`src/rtl/uart_rx.sv`:
```
// UART receiver: synchronises the serial line, samples each bit at its mid-point and
// hands completed 5-8 bit words to the consumer through a one-entry valid/ready register.
module uart_rx #(
    parameter int SYNC_STAGES = 2
) (
    input  logic        clk_i,
    input  logic        rst_i,
    input  logic        rx_i,
    input  logic        cfg_en_i,
    input  logic [15:0] cfg_div_i,
    input  logic        cfg_parity_en_i,
    input  logic [1:0]  cfg_bits_i,
    input  logic        cfg_stop_bits_i,
    output logic [7:0]  rx_data_o,
    output logic        rx_valid_o,
    input  logic        rx_ready_i,
    output logic        busy_o,
    output logic        err_parity_o,
    output logic        err_frame_o,
    output logic        err_overrun_o
);

    typedef enum logic [2:0] {
        S_IDLE,
        S_START,
        S_DATA,
        S_PARITY,
        S_STOP
    } state_t;

    logic [SYNC_STAGES-1:0] r_sync;
    logic                   r_rxs_d;
    state_t                 r_state;
    logic [15:0]            r_cnt;
    logic [2:0]             r_bit_idx;
    logic [7:0]             r_shift;
    logic                   r_perr;
    logic                   r_ferr;
    logic                   r_stop2;
    logic [7:0]             r_data;
    logic                   r_valid;
    logic                   r_err_par;
    logic                   r_err_frm;
    logic                   r_err_ovr;

    logic                   w_rxs;
    logic [15:0]            w_half;
    logic [15:0]            w_target;
    logic                   w_tick;
    logic [2:0]             w_last_idx;
    state_t                 w_state_next;
    logic [15:0]            w_cnt_next;
    logic [2:0]             w_bit_idx_next;
    logic [7:0]             w_shift_next;
    logic                   w_perr_next;
    logic                   w_ferr_next;
    logic                   w_stop2_next;
    logic                   w_done;
    logic                   w_done_ferr;

    assign w_rxs      = r_sync[SYNC_STAGES-1];
    // Start-bit wait is (div+1)>>1 cycles; the counter starts at 0, so the target is one less.
    assign w_half     = {1'b0, cfg_div_i[15:1]} + {15'd0, cfg_div_i[0]} - 16'd1;
    assign w_target   = (r_state == S_START) ? w_half : cfg_div_i;
    assign w_tick     = (r_cnt == w_target);
    assign w_last_idx = 3'd4 + {1'b0, cfg_bits_i};

    always_comb begin
        w_state_next   = r_state;
        w_cnt_next     = w_tick ? 16'd0 : r_cnt + 16'd1;
        w_bit_idx_next = r_bit_idx;
        w_shift_next   = r_shift;
        w_perr_next    = r_perr;
        w_ferr_next    = r_ferr;
        w_stop2_next   = r_stop2;
        w_done         = 1'b0;
        w_done_ferr    = 1'b0;

        case (r_state)
            S_IDLE: begin
                w_cnt_next = 16'd0;
                if (cfg_en_i && r_rxs_d && !w_rxs) begin
                    w_state_next = S_START;
                end
            end
            S_START: begin
                if (w_tick) begin
                    if (w_rxs) begin
                        w_state_next = S_IDLE;
                    end else begin
                        w_state_next   = S_DATA;
                        w_bit_idx_next = 3'd0;
                        w_shift_next   = 8'd0;
                        w_perr_next    = 1'b0;
                        w_ferr_next    = 1'b0;
                        w_stop2_next   = 1'b0;
                    end
                end
            end
            S_DATA: begin
                if (w_tick) begin
                    w_shift_next[r_bit_idx] = w_rxs;
                    if (r_bit_idx == w_last_idx) begin
                        w_state_next = cfg_parity_en_i ? S_PARITY : S_STOP;
                    end else begin
                        w_bit_idx_next = r_bit_idx + 3'd1;
                    end
                end
            end
            S_PARITY: begin
                if (w_tick) begin
                    w_perr_next  = (^r_shift) ^ w_rxs;
                    w_state_next = S_STOP;
                end
            end
            S_STOP: begin
                if (w_tick) begin
                    if (cfg_stop_bits_i && !r_stop2) begin
                        w_stop2_next = 1'b1;
                        w_ferr_next  = r_ferr | ~w_rxs;
                    end else begin
                        w_done       = 1'b1;
                        w_done_ferr  = r_ferr | ~w_rxs;
                        w_state_next = S_IDLE;
                    end
                end
            end
            default: begin
                w_state_next = S_IDLE;
            end
        endcase

        // Disabling the receiver abandons any partial frame without flagging errors.
        if (!cfg_en_i) begin
            w_state_next = S_IDLE;
            w_cnt_next   = 16'd0;
            w_done       = 1'b0;
            w_done_ferr  = 1'b0;
        end
    end

    always_ff @(posedge clk_i or posedge rst_i) begin
        if (rst_i) begin
            r_sync    <= '1;
            r_rxs_d   <= 1'b1;
            r_state   <= S_IDLE;
            r_cnt     <= 16'd0;
            r_bit_idx <= 3'd0;
            r_shift   <= 8'd0;
            r_perr    <= 1'b0;
            r_ferr    <= 1'b0;
            r_stop2   <= 1'b0;
            r_data    <= 8'd0;
            r_valid   <= 1'b0;
            r_err_par <= 1'b0;
            r_err_frm <= 1'b0;
            r_err_ovr <= 1'b0;
        end else begin
            r_sync    <= {r_sync[SYNC_STAGES-2:0], rx_i};
            r_rxs_d   <= w_rxs;
            r_state   <= w_state_next;
            r_cnt     <= w_cnt_next;
            r_bit_idx <= w_bit_idx_next;
            r_shift   <= w_shift_next;
            r_perr    <= w_perr_next;
            r_ferr    <= w_ferr_next;
            r_stop2   <= w_stop2_next;
            r_err_par <= w_done & r_perr;
            r_err_frm <= w_done & w_done_ferr;
            r_err_ovr <= w_done & r_valid & ~rx_ready_i;
            // A finished word loads only if the slot is empty or being drained this cycle.
            if (w_done && (!r_valid || rx_ready_i)) begin
                r_data  <= r_shift;
                r_valid <= 1'b1;
            end else if (r_valid && rx_ready_i) begin
                r_valid <= 1'b0;
            end
        end
    end

    assign rx_data_o     = r_data;
    assign rx_valid_o    = r_valid;
    assign busy_o        = (r_state != S_IDLE);
    assign err_parity_o  = r_err_par;
    assign err_frame_o   = r_err_frm;
    assign err_overrun_o = r_err_ovr;

endmodule

```
`config.mk`:
```
export PLATFORM = sky130hd
export DESIGN_NAME = uart_rx
export DESIGN_NICKNAME = d
export VERILOG_FILES = /design/src/rtl/uart_rx.sv
export SDC_FILE = /design/constraint.sdc
export NUM_CORES = 1
export LEC_CHECK = 0
export ABC_AREA = 1
export CORE_MARGIN = 5
export CORE_UTILIZATION = 30
export DETAILED_ROUTE_END_ITERATION = 7
export SLEW_MARGIN = 25
export SYNTH_ARGS = -nofsm -noshare
export SYNTH_HDL_FRONTEND = slang
export SYNTH_SLANG_ARGS = --single-unit
```
`constraint.sdc`:
```
create_clock -name clk_i -period 4.1 [get_ports clk_i]
set_input_delay 0.41 -clock clk_i [delete_from_list [all_inputs] [get_ports clk_i]]
set_output_delay 0.41 -clock clk_i [all_outputs]
set_load 0.02 [all_outputs]
```
==> reports/qor.yml <==
pwr:
  peakVddDrop_uv: 129.5
  p_per_area_nw_per_um2: 331.7
  leakage_nw: 1.790
clock_tree:
  clock-root-buffer: "clkbuf_8"
  clk_latency_ns: 0.31
  cts.sinks: 48
  cts_hold_buf: 0
  cts_buffers: 5
  cts_tree: "built"
  path_clk_slew_ns: 0.08
  cts.path.max_buffers: 2
  cts_max_level: 2
  cts_resized: 0
  post_cts_buffers: 0
drt:
  routed_via_density: 4.640
  drt-initial-drc-count: 191
  first_pass_iters: 5
  drc: 0
  routed_wl_um: 7331
  routedWlPerCell_um: 11.09
  ant_nets: 0
  num_vias: 3067
layout:
  n_antenna_cell: 0
  final_nets: 549
  instances_no_fill: 661
  syn2layout_area_growth_pct: 17.42
  drive_above_1_share_pct: 7.102
  num-fill-cells: 1163
timing:
  fin_crit_ns: 2.849
  slew_viol_final: 0
  setup_tns_ns: 0
  setup_violations: 0
  worst_slew_pin_slew_ns: 0.8266
  timing.final.crit_share_pct: 69.50
  slew_headroom_pct: 44.89
  max_freq_mhz: 351.0
  skew_ns: 0.01301
  grt_setup_unrepaired: "false"
  finalHoldViolations: 0
synthesis:
  syn_nets: 515
  syn-instance-count: 486
  ys_warn_count: 0
  yosys.area_share.xor_xnor_pct: 6.292
  synth_compound_area_share_pct: 6.629
  syn_area_um2: 3341
  synth_edf_count: 0
  synth_top_family_by_area: "simple AND/OR/NAND/NOR gates"
  synthArstFlopShare_pct: 100.0
  seq_area_frac_synth_pct: 36.07
  synth-seq-cells: 48
  synth_ff_type: "dfrtp_1"
  syn_avg_cell_area_um2: 6.874
  synthAdderAreaFrac_pct: 1.498
  muxShareOfSynthArea_pct: 0
  synthSimpleGateAreaFrac_pct: 40.60
  synth_cell_type_count: 33
floorplan:
  die_area_um2: 13350
  die_w_um: 115.5
  rows: 38
  start_util_pct: 30.68
  io_pins: 38
  die_h_um: 115.5
  core_um2: 10890
global_routing:
  overflow: 0
  grt_usage_pct: 11.54
  grt_pass1_vias: 2990
  antenna_found_initial: 0
  grt_max_degree: 49
  grt_pass1_wl_um: 13010
placement:
  dp.cells: 653
  globalplace.congestion: 0.7896
  dpl.hpwl_um: 5636
  numPortBuffers: 37
outcome:
  status: "finished, final reports clean"
critical_path:
  path_class: "primary input to register"
  crit_path_end_kind: "register"
  worstPathRequired_ns: 4.29
  arrival_ns: 3.04
  rrSetupSlack_ns: 1.44
  worstPathMaxFanout: 19
  cp-start-kind: "primary input"
worst_hold_path:
  hold_class: "register to register"
flow_run:
  cap_violations: 0
[cell usage in the layout, fill, tap and decap left out, drive strengths merged, types with 4 or more instances in the layout]
cell           Yosys  final
clkbuf             3      5
clkdlybuf4s50      0     37
dfrtp             45     45
ha                 4      4
inv               58     58
nand2            149    149
nand3             56     56
nand4              7      7
nor2              77     77
nor3               9      9
o21ai             33     33
xnor2              9      9
xor2              15     15
[synthesized netlist by cell type, drive strengths merged, types with 2 or more instances]
cell type  number  area share, %
nand2         149             17
nor2           77             10
inv            58            6.5
nand3          56            9.4
dfrtp          45             34
o21ai          33            5.8
xor2           15            3.9
nor3            9            1.3
xnor2           9            2.4
buf             7            2.1
nand4           7            1.3
ha              4            1.5
clkbuf          3           0.34
dfstp           3            2.4
nor3b           3           0.67
nand3b          2           0.45
[power breakdown]
part	switching, mW	internal, mW	leakage [nW]
sequential	0.0226	0.488	0.659
clock	0.163	0.184	0.0548
combinational	0.292	0.151	1.08
[area by class of cell]
cell class                      instances  area (um2)  area share, %
Clock inverter                          3       46.29          1.180
Clock buffer                            5       68.82          1.754
Timing Repair Buffer                   37       370.4          9.442
Tap cell                              140       175.2          4.466
Sequential cell                        48        1205          30.72
Inverter                               58       219.0          5.582
Multi-Input combinational cell        370        1838          46.86
[sequential cells by signal, indices dropped and copies added, names as in the netlist]
register,cells
err_frame_o,1
r_shift,8
r_ferr,1
r_sync,2
err_overrun_o,1
rx_data_o,8
r_cnt,16
r_perr,1
r_stop2,1
r_state,3
err_parity_o,1
rx_valid_o,1
r_rxs_d,1
r_bit_idx,3
[critical path: stages]
cell and delay [ns]:
clkdlybuf4s50_1 0.42, inv_1 0.06, ha_1 0.16, ha_1 0.25
nand2_1 0.15, nor2_4 0.19, nand2_1 0.09, nand2_1 0.07
nand3_1 0.08, nand3_1 0.08, nand2_1 0.05, inv_1 0.05
nand2_1 0.05, nor2_2 0.13, nand3_4 0.14, nor2_4 0.32
nand2_1 0.17, nand2_1 0.09, o21ai_1 0.06
[metrics by stage]
stage               total power [mW]  cell area, um2  setup WS (ns)  hold slack [ns]  utilization (%)
floorplan                     0.8780            3341          1.724           0.3452                -
global placement              0.9593            3806          1.043           0.3473            34.96
detailed placement            0.9649            3806         0.9522           0.3484            34.96
CTS                            1.321            3921          1.277           0.3612            36.01
global route                   1.407            3923         0.9711           0.3682            36.03
finish                         1.301            3923          1.251           0.3596            36.03
[path summary, 6_finish.rpt]
kind / startpoint / depth (start not counted) / to
max: cfg_div_i[1] / 19 / r_bit_idx[2]
min: r_sync[0] / 0 / r_sync[1]
max reg2reg: r_state[1] / 14 / r_bit_idx[2]
min reg2reg: r_sync[0] / 0 / r_sync[1]
max in group asynchronous: rst_i / 2 / r_cnt[0]
min in group asynchronous: rst_i / 2 / err_overrun_o
[layer usage]
metal	track usage [%]	up-vias	share of wire, %
met3	2.089	7	5.6
met4	2.817	0	0.75
met1	15.26	1394	47
met5	0	-	0
li1	-	1600	-
met2	19.60	66	46
[cell families (layout without fill, tap and decap cells)]
family | Yosys count | count (layout)
AOI/OAI and AO/OA | 37 | 37
xor gates and xnor gates | 24 | 24
adders and majority gates | 4 | 4
buffers and inverters | 68 | 103
DFF | 48 | 48
and+or+nand+nor | 305 | 305
Note: power is estimated with default switching activity, not from simulation.
